--- src/rtl/uart_pkg.sv ---
// -----------------------------------------------------------------------------
// uart_pkg
//   Shared definitions for the UART receive (and transmit) paths.
//   - uart_rx_state_t : receiver FSM state encoding
//   - DATA_BITS       : payload bits per frame
//   - tick_div()      : clocks per oversample tick, CLK_FREQ/(BAUD*OVS),
//                       integer division
//   BUS_WIDTH normally comes from the shared bus header. If that header has
//   not been read before this file, it defaults to 32 here.
// -----------------------------------------------------------------------------
`ifndef BUS_WIDTH
`define BUS_WIDTH 32
`endif

package uart_pkg;

    localparam int DATA_BITS = 8;

    typedef enum logic [2:0] {
        IDLE   = 3'd0,
        START  = 3'd1,
        DATA   = 3'd2,
        STOP   = 3'd3,
        BREAK  = 3'd4,
        PARITY = 3'd5
    } uart_rx_state_t;

    function automatic int unsigned tick_div(input int unsigned clk_freq,
                                             input int unsigned baud,
                                             input int unsigned ovs);
        return clk_freq / (baud * ovs);
    endfunction

endpackage

--- src/rtl/uart_baud_tick.sv ---
// -----------------------------------------------------------------------------
// uart_baud_tick
//   Oversample tick generator shared by the UART receive and transmit sides.
//   A counter runs 0..DIV-1 while en_i is high and emits a one-cycle tick_o
//   at terminal count. With en_i low or clr_i high the counter is held at 0,
//   so the first tick after enabling arrives DIV cycles later.
//
//   Ports:
//     clk     in  1  system clock
//     rst_n   in  1  asynchronous active-low reset
//     en_i    in  1  count enable
//     clr_i   in  1  synchronous clear (dominates en_i)
//     tick_o  out 1  one-cycle pulse every DIV enabled cycles
// -----------------------------------------------------------------------------
module uart_baud_tick #(
    parameter int unsigned DIV = 27
) (
    input  logic clk,
    input  logic rst_n,
    input  logic en_i,
    input  logic clr_i,
    output logic tick_o
);

    localparam int CW = (DIV > 1) ? $clog2(DIV) : 1;
    localparam logic [CW-1:0] TERM = CW'(DIV - 1);

    logic [CW-1:0] cnt_q;
    logic [CW-1:0] cnt_d;

    assign tick_o = en_i && !clr_i && (cnt_q == TERM);

    always_comb begin
        cnt_d = cnt_q;
        if (clr_i || !en_i) begin
            cnt_d = '0;
        end else if (cnt_q == TERM) begin
            cnt_d = '0;
        end else begin
            cnt_d = cnt_q + 1'b1;
        end
    end

    always_ff @(posedge clk or negedge rst_n) begin
        if (!rst_n) begin
            cnt_q <= '0;
        end else begin
            cnt_q <= cnt_d;
        end
    end

endmodule

--- src/rtl/uart_rx.sv ---
// -----------------------------------------------------------------------------
// uart_rx
//   UART receiver, 8N1 with 16x (OVS) oversampling. The received byte sits in
//   a one-entry holding register, read by the CPU as {zeros, byte}.
//
//   Optional feature macro: UART_RX_PARITY_EN
//     Defined   : 8E1 frames, PARITY state between DATA and STOP, extra
//                 sticky output parity_err_o.
//     Undefined : 8N1 frames, no parity_err_o port.
//
//   Ports:
//     clk          in  1          system clock
//     rst_n        in  1          asynchronous active-low reset
//     rx_i         in  1          serial line, idles high, asynchronous
//     rd_en_i      in  1          one-cycle pop of the holding register
//     rdata_o      out BUS_WIDTH  {zeros, received byte}
//     rx_valid_o   out 1          holding register has an unread byte
//     frame_err_o  out 1          sticky: last stop bit sampled as 0
//     overrun_o    out 1          sticky: an unread byte was overwritten
//     busy_o       out 1          FSM not in IDLE
//     parity_err_o out 1          (UART_RX_PARITY_EN only) sticky parity error
//
//   OVS must be a power of two and at least 8.
// -----------------------------------------------------------------------------
module uart_rx
    import uart_pkg::*;
#(
    parameter int unsigned CLK_FREQ = 50_000_000,
    parameter int unsigned BAUD     = 115200,
    parameter int unsigned OVS      = 16
) (
    input  logic                  clk,
    input  logic                  rst_n,
    input  logic                  rx_i,
    input  logic                  rd_en_i,
    output logic [`BUS_WIDTH-1:0] rdata_o,
    output logic                  rx_valid_o,
    output logic                  frame_err_o,
    output logic                  overrun_o,
    output logic                  busy_o
`ifdef UART_RX_PARITY_EN
    ,
    output logic                  parity_err_o
`endif
);

    localparam int unsigned TICK_DIV = tick_div(CLK_FREQ, BAUD, OVS);
    localparam int TPW = $clog2(OVS);
    localparam int BIW = $clog2(DATA_BITS);
    localparam logic [TPW-1:0] MID_POS  = TPW'(OVS / 2 - 1);
    localparam logic [TPW-1:0] LAST_POS = TPW'(OVS - 1);
    localparam logic [BIW-1:0] LAST_BIT = BIW'(DATA_BITS - 1);

    // ---------------------------------------------------------------
    // Input synchronizer; resets to the idle-line level so a reset
    // never looks like a start bit by itself.
    // ---------------------------------------------------------------
    logic sync1_q;
    logic sync2_q;
    logic rx_s;

    always_ff @(posedge clk or negedge rst_n) begin
        if (!rst_n) begin
            sync1_q <= 1'b1;
            sync2_q <= 1'b1;
        end else begin
            sync1_q <= rx_i;
            sync2_q <= sync1_q;
        end
    end

    assign rx_s = sync2_q;

    // ---------------------------------------------------------------
    // State
    // ---------------------------------------------------------------
    uart_rx_state_t         state_q,    state_d;
    logic [TPW-1:0]         tick_pos_q, tick_pos_d;
    logic [BIW-1:0]         bit_idx_q,  bit_idx_d;
    logic [DATA_BITS-1:0]   shift_q,    shift_d;
    logic [DATA_BITS-1:0]   rdata_q,    rdata_d;
    logic                   valid_q,    valid_d;
    logic                   ferr_q,     ferr_d;
    logic                   ovr_q,      ovr_d;
    logic                   busy_q,     busy_d;
`ifdef UART_RX_PARITY_EN
    logic                   par_bit_q,  par_bit_d;
    logic                   perr_q,     perr_d;
`endif

    logic tick;
    logic load;
    logic pop;

    // The tick counter only runs during a frame; holding it clear in IDLE
    // restarts its phase at every start-bit edge.
    uart_baud_tick #(
        .DIV (TICK_DIV)
    ) u_tick (
        .clk    (clk),
        .rst_n  (rst_n),
        .en_i   (state_q != IDLE),
        .clr_i  (state_q == IDLE),
        .tick_o (tick)
    );

    // ---------------------------------------------------------------
    // Next-state logic
    // ---------------------------------------------------------------
    always_comb begin
        state_d    = state_q;
        tick_pos_d = tick_pos_q;
        bit_idx_d  = bit_idx_q;
        shift_d    = shift_q;
`ifdef UART_RX_PARITY_EN
        par_bit_d  = par_bit_q;
`endif
        load       = 1'b0;

        unique case (state_q)
            IDLE: begin
                if (!rx_s) begin
                    state_d    = START;
                    tick_pos_d = '0;
                end
            end

            START: begin
                if (tick) begin
                    if (tick_pos_q == MID_POS) begin
                        // Re-check the line at the centre of the start bit;
                        // a high level means the falling edge was noise.
                        if (!rx_s) begin
                            state_d    = DATA;
                            bit_idx_d  = '0;
                            tick_pos_d = '0;
                        end else begin
                            state_d    = IDLE;
                        end
                    end else begin
                        tick_pos_d = tick_pos_q + 1'b1;
                    end
                end
            end

            DATA: begin
                if (tick) begin
                    if (tick_pos_q == LAST_POS) begin
                        tick_pos_d = '0;
                        shift_d    = {rx_s, shift_q[DATA_BITS-1:1]};
                        if (bit_idx_q == LAST_BIT) begin
`ifdef UART_RX_PARITY_EN
                            state_d = PARITY;
`else
                            state_d = STOP;
`endif
                        end else begin
                            bit_idx_d = bit_idx_q + 1'b1;
                        end
                    end else begin
                        tick_pos_d = tick_pos_q + 1'b1;
                    end
                end
            end

`ifdef UART_RX_PARITY_EN
            PARITY: begin
                if (tick) begin
                    if (tick_pos_q == LAST_POS) begin
                        tick_pos_d = '0;
                        par_bit_d  = rx_s;
                        state_d    = STOP;
                    end else begin
                        tick_pos_d = tick_pos_q + 1'b1;
                    end
                end
            end
`endif

            STOP: begin
                if (tick) begin
                    if (tick_pos_q == LAST_POS) begin
                        tick_pos_d = '0;
                        load       = 1'b1;
                        // A low stop bit usually means a held-low line;
                        // park in BREAK so it cannot produce more bytes.
                        state_d    = rx_s ? IDLE : BREAK;
                    end else begin
                        tick_pos_d = tick_pos_q + 1'b1;
                    end
                end
            end

            BREAK: begin
                if (rx_s) begin
                    state_d = IDLE;
                end
            end

            default: begin
                state_d = IDLE;
            end
        endcase
    end

    // ---------------------------------------------------------------
    // Holding register and sticky flags. A pop clears the old flags
    // first, then a simultaneous load applies the new byte's status.
    // ---------------------------------------------------------------
    assign pop = rd_en_i && valid_q;

    always_comb begin
        rdata_d = rdata_q;
        valid_d = valid_q;
        ferr_d  = ferr_q;
        ovr_d   = ovr_q;
`ifdef UART_RX_PARITY_EN
        perr_d  = perr_q;
`endif

        if (pop) begin
            valid_d = 1'b0;
            ferr_d  = 1'b0;
            ovr_d   = 1'b0;
`ifdef UART_RX_PARITY_EN
            perr_d  = 1'b0;
`endif
        end

        if (load) begin
            rdata_d = shift_q;
            valid_d = 1'b1;
            if (!rx_s) begin
                ferr_d = 1'b1;
            end
            if (valid_q && !rd_en_i) begin
                ovr_d = 1'b1;
            end
`ifdef UART_RX_PARITY_EN
            // Even parity: data bits plus parity bit must XOR to 0.
            if (^{shift_q, par_bit_q}) begin
                perr_d = 1'b1;
            end
`endif
        end

        busy_d = (state_d != IDLE);
    end

    // ---------------------------------------------------------------
    // Registers
    // ---------------------------------------------------------------
    always_ff @(posedge clk or negedge rst_n) begin
        if (!rst_n) begin
            state_q    <= IDLE;
            tick_pos_q <= '0;
            bit_idx_q  <= '0;
            shift_q    <= '0;
            rdata_q    <= '0;
            valid_q    <= 1'b0;
            ferr_q     <= 1'b0;
            ovr_q      <= 1'b0;
            busy_q     <= 1'b0;
`ifdef UART_RX_PARITY_EN
            par_bit_q  <= 1'b0;
            perr_q     <= 1'b0;
`endif
        end else begin
            state_q    <= state_d;
            tick_pos_q <= tick_pos_d;
            bit_idx_q  <= bit_idx_d;
            shift_q    <= shift_d;
            rdata_q    <= rdata_d;
            valid_q    <= valid_d;
            ferr_q     <= ferr_d;
            ovr_q      <= ovr_d;
            busy_q     <= busy_d;
`ifdef UART_RX_PARITY_EN
            par_bit_q  <= par_bit_d;
            perr_q     <= perr_d;
`endif
        end
    end

    assign rdata_o     = {{(`BUS_WIDTH - DATA_BITS){1'b0}}, rdata_q};
    assign rx_valid_o  = valid_q;
    assign frame_err_o = ferr_q;
    assign overrun_o   = ovr_q;
    assign busy_o      = busy_q;
`ifdef UART_RX_PARITY_EN
    assign parity_err_o = perr_q;
`endif

endmodule

--- config.mk ---
export PLATFORM = sky130hd
export DESIGN_NAME = uart_rx
export DESIGN_NICKNAME = d
export VERILOG_FILES = /design/src/rtl/uart_pkg.sv /design/src/rtl/uart_baud_tick.sv /design/src/rtl/uart_rx.sv
export SDC_FILE = /design/constraint.sdc
export NUM_CORES = 1
export LEC_CHECK = 0
export BUFFER_PORTS_ARGS = -buffer_cell sky130_fd_sc_hd__buf_2
export CAP_MARGIN = 30
export CORE_ASPECT_RATIO = 1.75
export CORE_UTILIZATION = 45
export CTS_CLUSTER_DIAMETER = 50
export DETAILED_ROUTE_END_ITERATION = 10
export MAX_ROUTING_LAYER = met4
export PLACE_DENSITY = 0.68
export SLEW_MARGIN = 20
export SYNTH_ARGS = -nofsm -noshare
export SYNTH_HDL_FRONTEND = slang
export SYNTH_SLANG_ARGS = --single-unit
--- constraint.sdc ---
create_clock -name clk -period 2.5 [get_ports clk]
set_clock_uncertainty 0.15 [all_clocks]
set_input_delay 0.375 -clock clk [delete_from_list [all_inputs] [get_ports clk]]
set_output_delay 0.375 -clock clk [all_outputs]
set_load 0.02 [all_outputs]
==> metrics.md <==
| Metric | Value |
|---|---|
| Outcome | `finished clean` |
| GRT busiest layer | `met2` |
| First-pass GRT wire length | `5.33 mm` |
| Pwr Total | `1.06 mW` |
| GP Congestion | `0.814` |
| Initial antenna violation count | `0` |
| Reg2reg setup slack | `~0.38 ns` |
| DIE HEIGHT | `just under 90 um` |
| WL final | `between 3 and 4 mm` |
| Sequential element share of the synthesized area | `between 40% and 50%` |
| Worst Max-Slew Pin Slew | `between 0.8 and 0.9 ns` |
| Post-layout util | `49.0%` |
| Diode count | `0` |
| Htree depth | `2` |
| RR Endpoint | `rdata_q[1]$_DFFE_PN0P_` |
| Site row count | `31` |
| Synth top area share | `between 40% and 50%` |
| CP Launch Type | `flop` |
| Clock root buffer master | `clkbuf_8` |
| Final Cycle Share | `between 80% and 90%` |
| PortBufs | `15` |
| Count leader, synth | `dfrtp_1` |
| Setup TNS | `0 ns` |
| Starting density of the core | `46.6%` |
| Setup WS post-layout | `roughly 0.38 ns` |
| Max-Cap Viols | `0` |
| Clock Path Buffers | `2` |
| Final HPWL DP | `2.46 mm` |
| Worst Setup End Kind | `flop` |
| Core Area | `~4000 um2` |
| Slew headroom | `46.6%` |
| P&R area growth vs syn | `5.23%` |
| Overall Global Routing Usage | `between 10% and 20%` |
| Top post-synthesis cells by area | `dfrtp_1, buf_4, mux2_1` |
| Flops & latches, synth | `37` |
| Number of global-route vias before repair | `1208` |
| Vias per inst | `5.17` |
| Die area | `roughly 4500 um2` |
| Post-Syn Area | `about 1900 um2` |
| Clk pin slew, worst setup/hold paths | `0.08 ns` |
| Post-DRT Antenna Nets | `0` |
| Reg2reg path depth | `6` |
| RSZ-0062 raised after global routing | `no` |
| Ys flop type | `dfrtp_1` |
| Final hold violations | `0` |
| Post-synth top area cell | `dfrtp_1` |
| I/O pins | `40` |
| Number of synthesized flops with an enable pin | `0` |
| Post-synthesis cell type count | `47` |
| Initial DRT Pass Iterations | `4` |
| Placed Cells | `221` |
| Fin cells | `approximately 230` |
| Routing usage on met3 | `approximately 4.1%` |
| TritonCTS Sinks | `37` |
| Fillcell total | `374` |
| RR Startpoint | `u_tick.cnt_q[0]$_DFF_PN0_` |
| Num CTS Buffers | `5` |
| M2 GR Usage | `approximately 30%` |
| Worst EP required | `roughly 2.5 ns` |
| Layout cell share with drive strength beyond 1 | `19.4%` |
| Critical Path AT | `between 2 and 2.5 ns` |
| Met1 usage | `15.4%` |
| CTS Hold Buffers Added | `0` |
| Crit path time final | `2.12 ns` |
| CTS tree | `yes` |
| # nets final | `188` |
| Worst-skew pair later-pin latency | `around 0.29 ns` |
| Largest net degree at the start of global routing | `38` |
| Wirelength per Cell | `14.5 um` |
| Pins Over Slew Limit | `0` |
| Avg Inst Size Synth | `roughly 12 um2` |
| Resized Gates After CTS | `0` |
| Post-placement setup slack | `around 0.37 ns` |
| DR vias | `approximately 1200` |
| Commonest cells post-synth | `dfrtp_1, buf_4, mux2_1` |
| Overflow after GRT | `0` |
| Number of setup buffers added after CTS | `0` |
| Max VDD drop | `approximately 360 uV` |
| Initial DRC count | `9` |
| Yosys warnings | `0` |
| Final setup viols | `0` |
| Pwr/cell area | `between 500 and 600 nW/um2` |
| CP Max Fanout | `10` |
| WS Path Type | `flop to flop` |
| Synthesized netlist cell count | `between 150 and 200` |
| Die width | `slightly above 50 um` |
| Hold Path Class | `primary input to asynchronous set/reset pin` |
| Ys async rst share | `between 90% and 100%` |
| Residual DRC | `0` |
| LEAKAGE | `just over 1 nW` |
| Fmax | `approximately 470 MHz` |
==> logic make-up after synthesis <==
family / after synthesis / synth area share, %
xor+xnor: 4 / 1.83
other cells: 1 / 0.196
simple gates: 37 / 12.5
buf+inv: 37 / 12.5
compound gates: 24 / 10.8
flops: 37 / 48.5
fa+ha+maj: 5 / 3.27
mux: 18 / 10.5
==> power breakdown <==
part,leakage [nW],internal [mW],switching (mW),total (mW)
Clock,0.0439,0.192,0.207,0.399
Sequential,0.477,0.604,0.00376,0.608
Combinational,0.488,0.00605,0.0506,0.0566
Total,1.01,0.802,0.261,1.06
==> worst max-delay path: stages, from the launching register on <==
cell	delay [ns]
dfrtp_1	0.42
inv_1	0.07
ha_1	0.20
nand4b_4	0.21
nor4_2	0.33
nand2_2	0.23
mux2_1	0.38
==> area by class of cell <==
cell class                      count  area (um2)  area share, %
Timing Repair Buffer               15        75.1           3.72
Clock buffer                        5        68.8           3.41
Multi-Input combinational cell    112         835           41.4
Clock inverter                      3        17.5          0.869
Sequential cell                    37         928           46.1
Inverter                            8        30.0           1.49
Tap cell                           49        61.3           3.04
==> stage by stage <==
stage,instance area [um2],hold WS [ns]
6_report,2020,0.0162
2_1_floorplan,2000,-0.0706
3_3_place_gp,1930,0.196
3_5_place_dp,1930,0.202
5_1_grt,2020,0.0157
4_1_cts,2020,0.0172
==> how the worst max path moves through the flow <==
stage	startpoint	to	cells after the start	slack [ns]
after floorplan	u_tick.cnt_q[0]$_DFF_PN0_	rdata_q[0]$_DFFE_PN0P_	6	0.59
after global placement	u_tick.cnt_q[0]$_DFF_PN0_	rdata_q[0]$_DFFE_PN0P_	6	0.48
after detailed placement	u_tick.cnt_q[0]$_DFF_PN0_	rdata_q[4]$_DFFE_PN0P_	6	0.37
after CTS	u_tick.cnt_q[0]$_DFF_PN0_	rdata_q[1]$_DFFE_PN0P_	6	0.36
after global routing	u_tick.cnt_q[0]$_DFF_PN0_	rdata_q[1]$_DFFE_PN0P_	6	0.25
final	u_tick.cnt_q[0]$_DFF_PN0_	rdata_q[1]$_DFFE_PN0P_	6	0.38
==> flip-flops by register name, indices dropped and copies added, names as in the netlist, named ones only <==
register,flops
frame_err_o,1
rx_valid_o,1
busy_o,1
tick_pos_q,4
shift_q,8
bit_idx_q,3
state_q,3
sync1_q,1
rx_s,1
rdata_q,8
u_tick.cnt_q,5
==> metal layers <==
metal,up-vias,part of all wire (%)
met5,-,0
met1,584,37
met3,14,2.9
li1,551,-
met4,0,3.4
met2,34,57
==> placed cells by master, fill, tap and decap left out, types with 3 or more instances in the layout <==
cell,synthesis,layout
ha_1,5,5
nand2_1,5,5
buf_2,2,15
nor2_1,10,10
conb_1,1,24
mux2_2,3,3
inv_1,8,8
o21ai_1,4,4
dfrtp_1,35,35
nor2b_1,3,3
nand3_1,4,4
mux2_1,14,14
clkbuf_8,0,5
(Power assumes the default switching activity.)
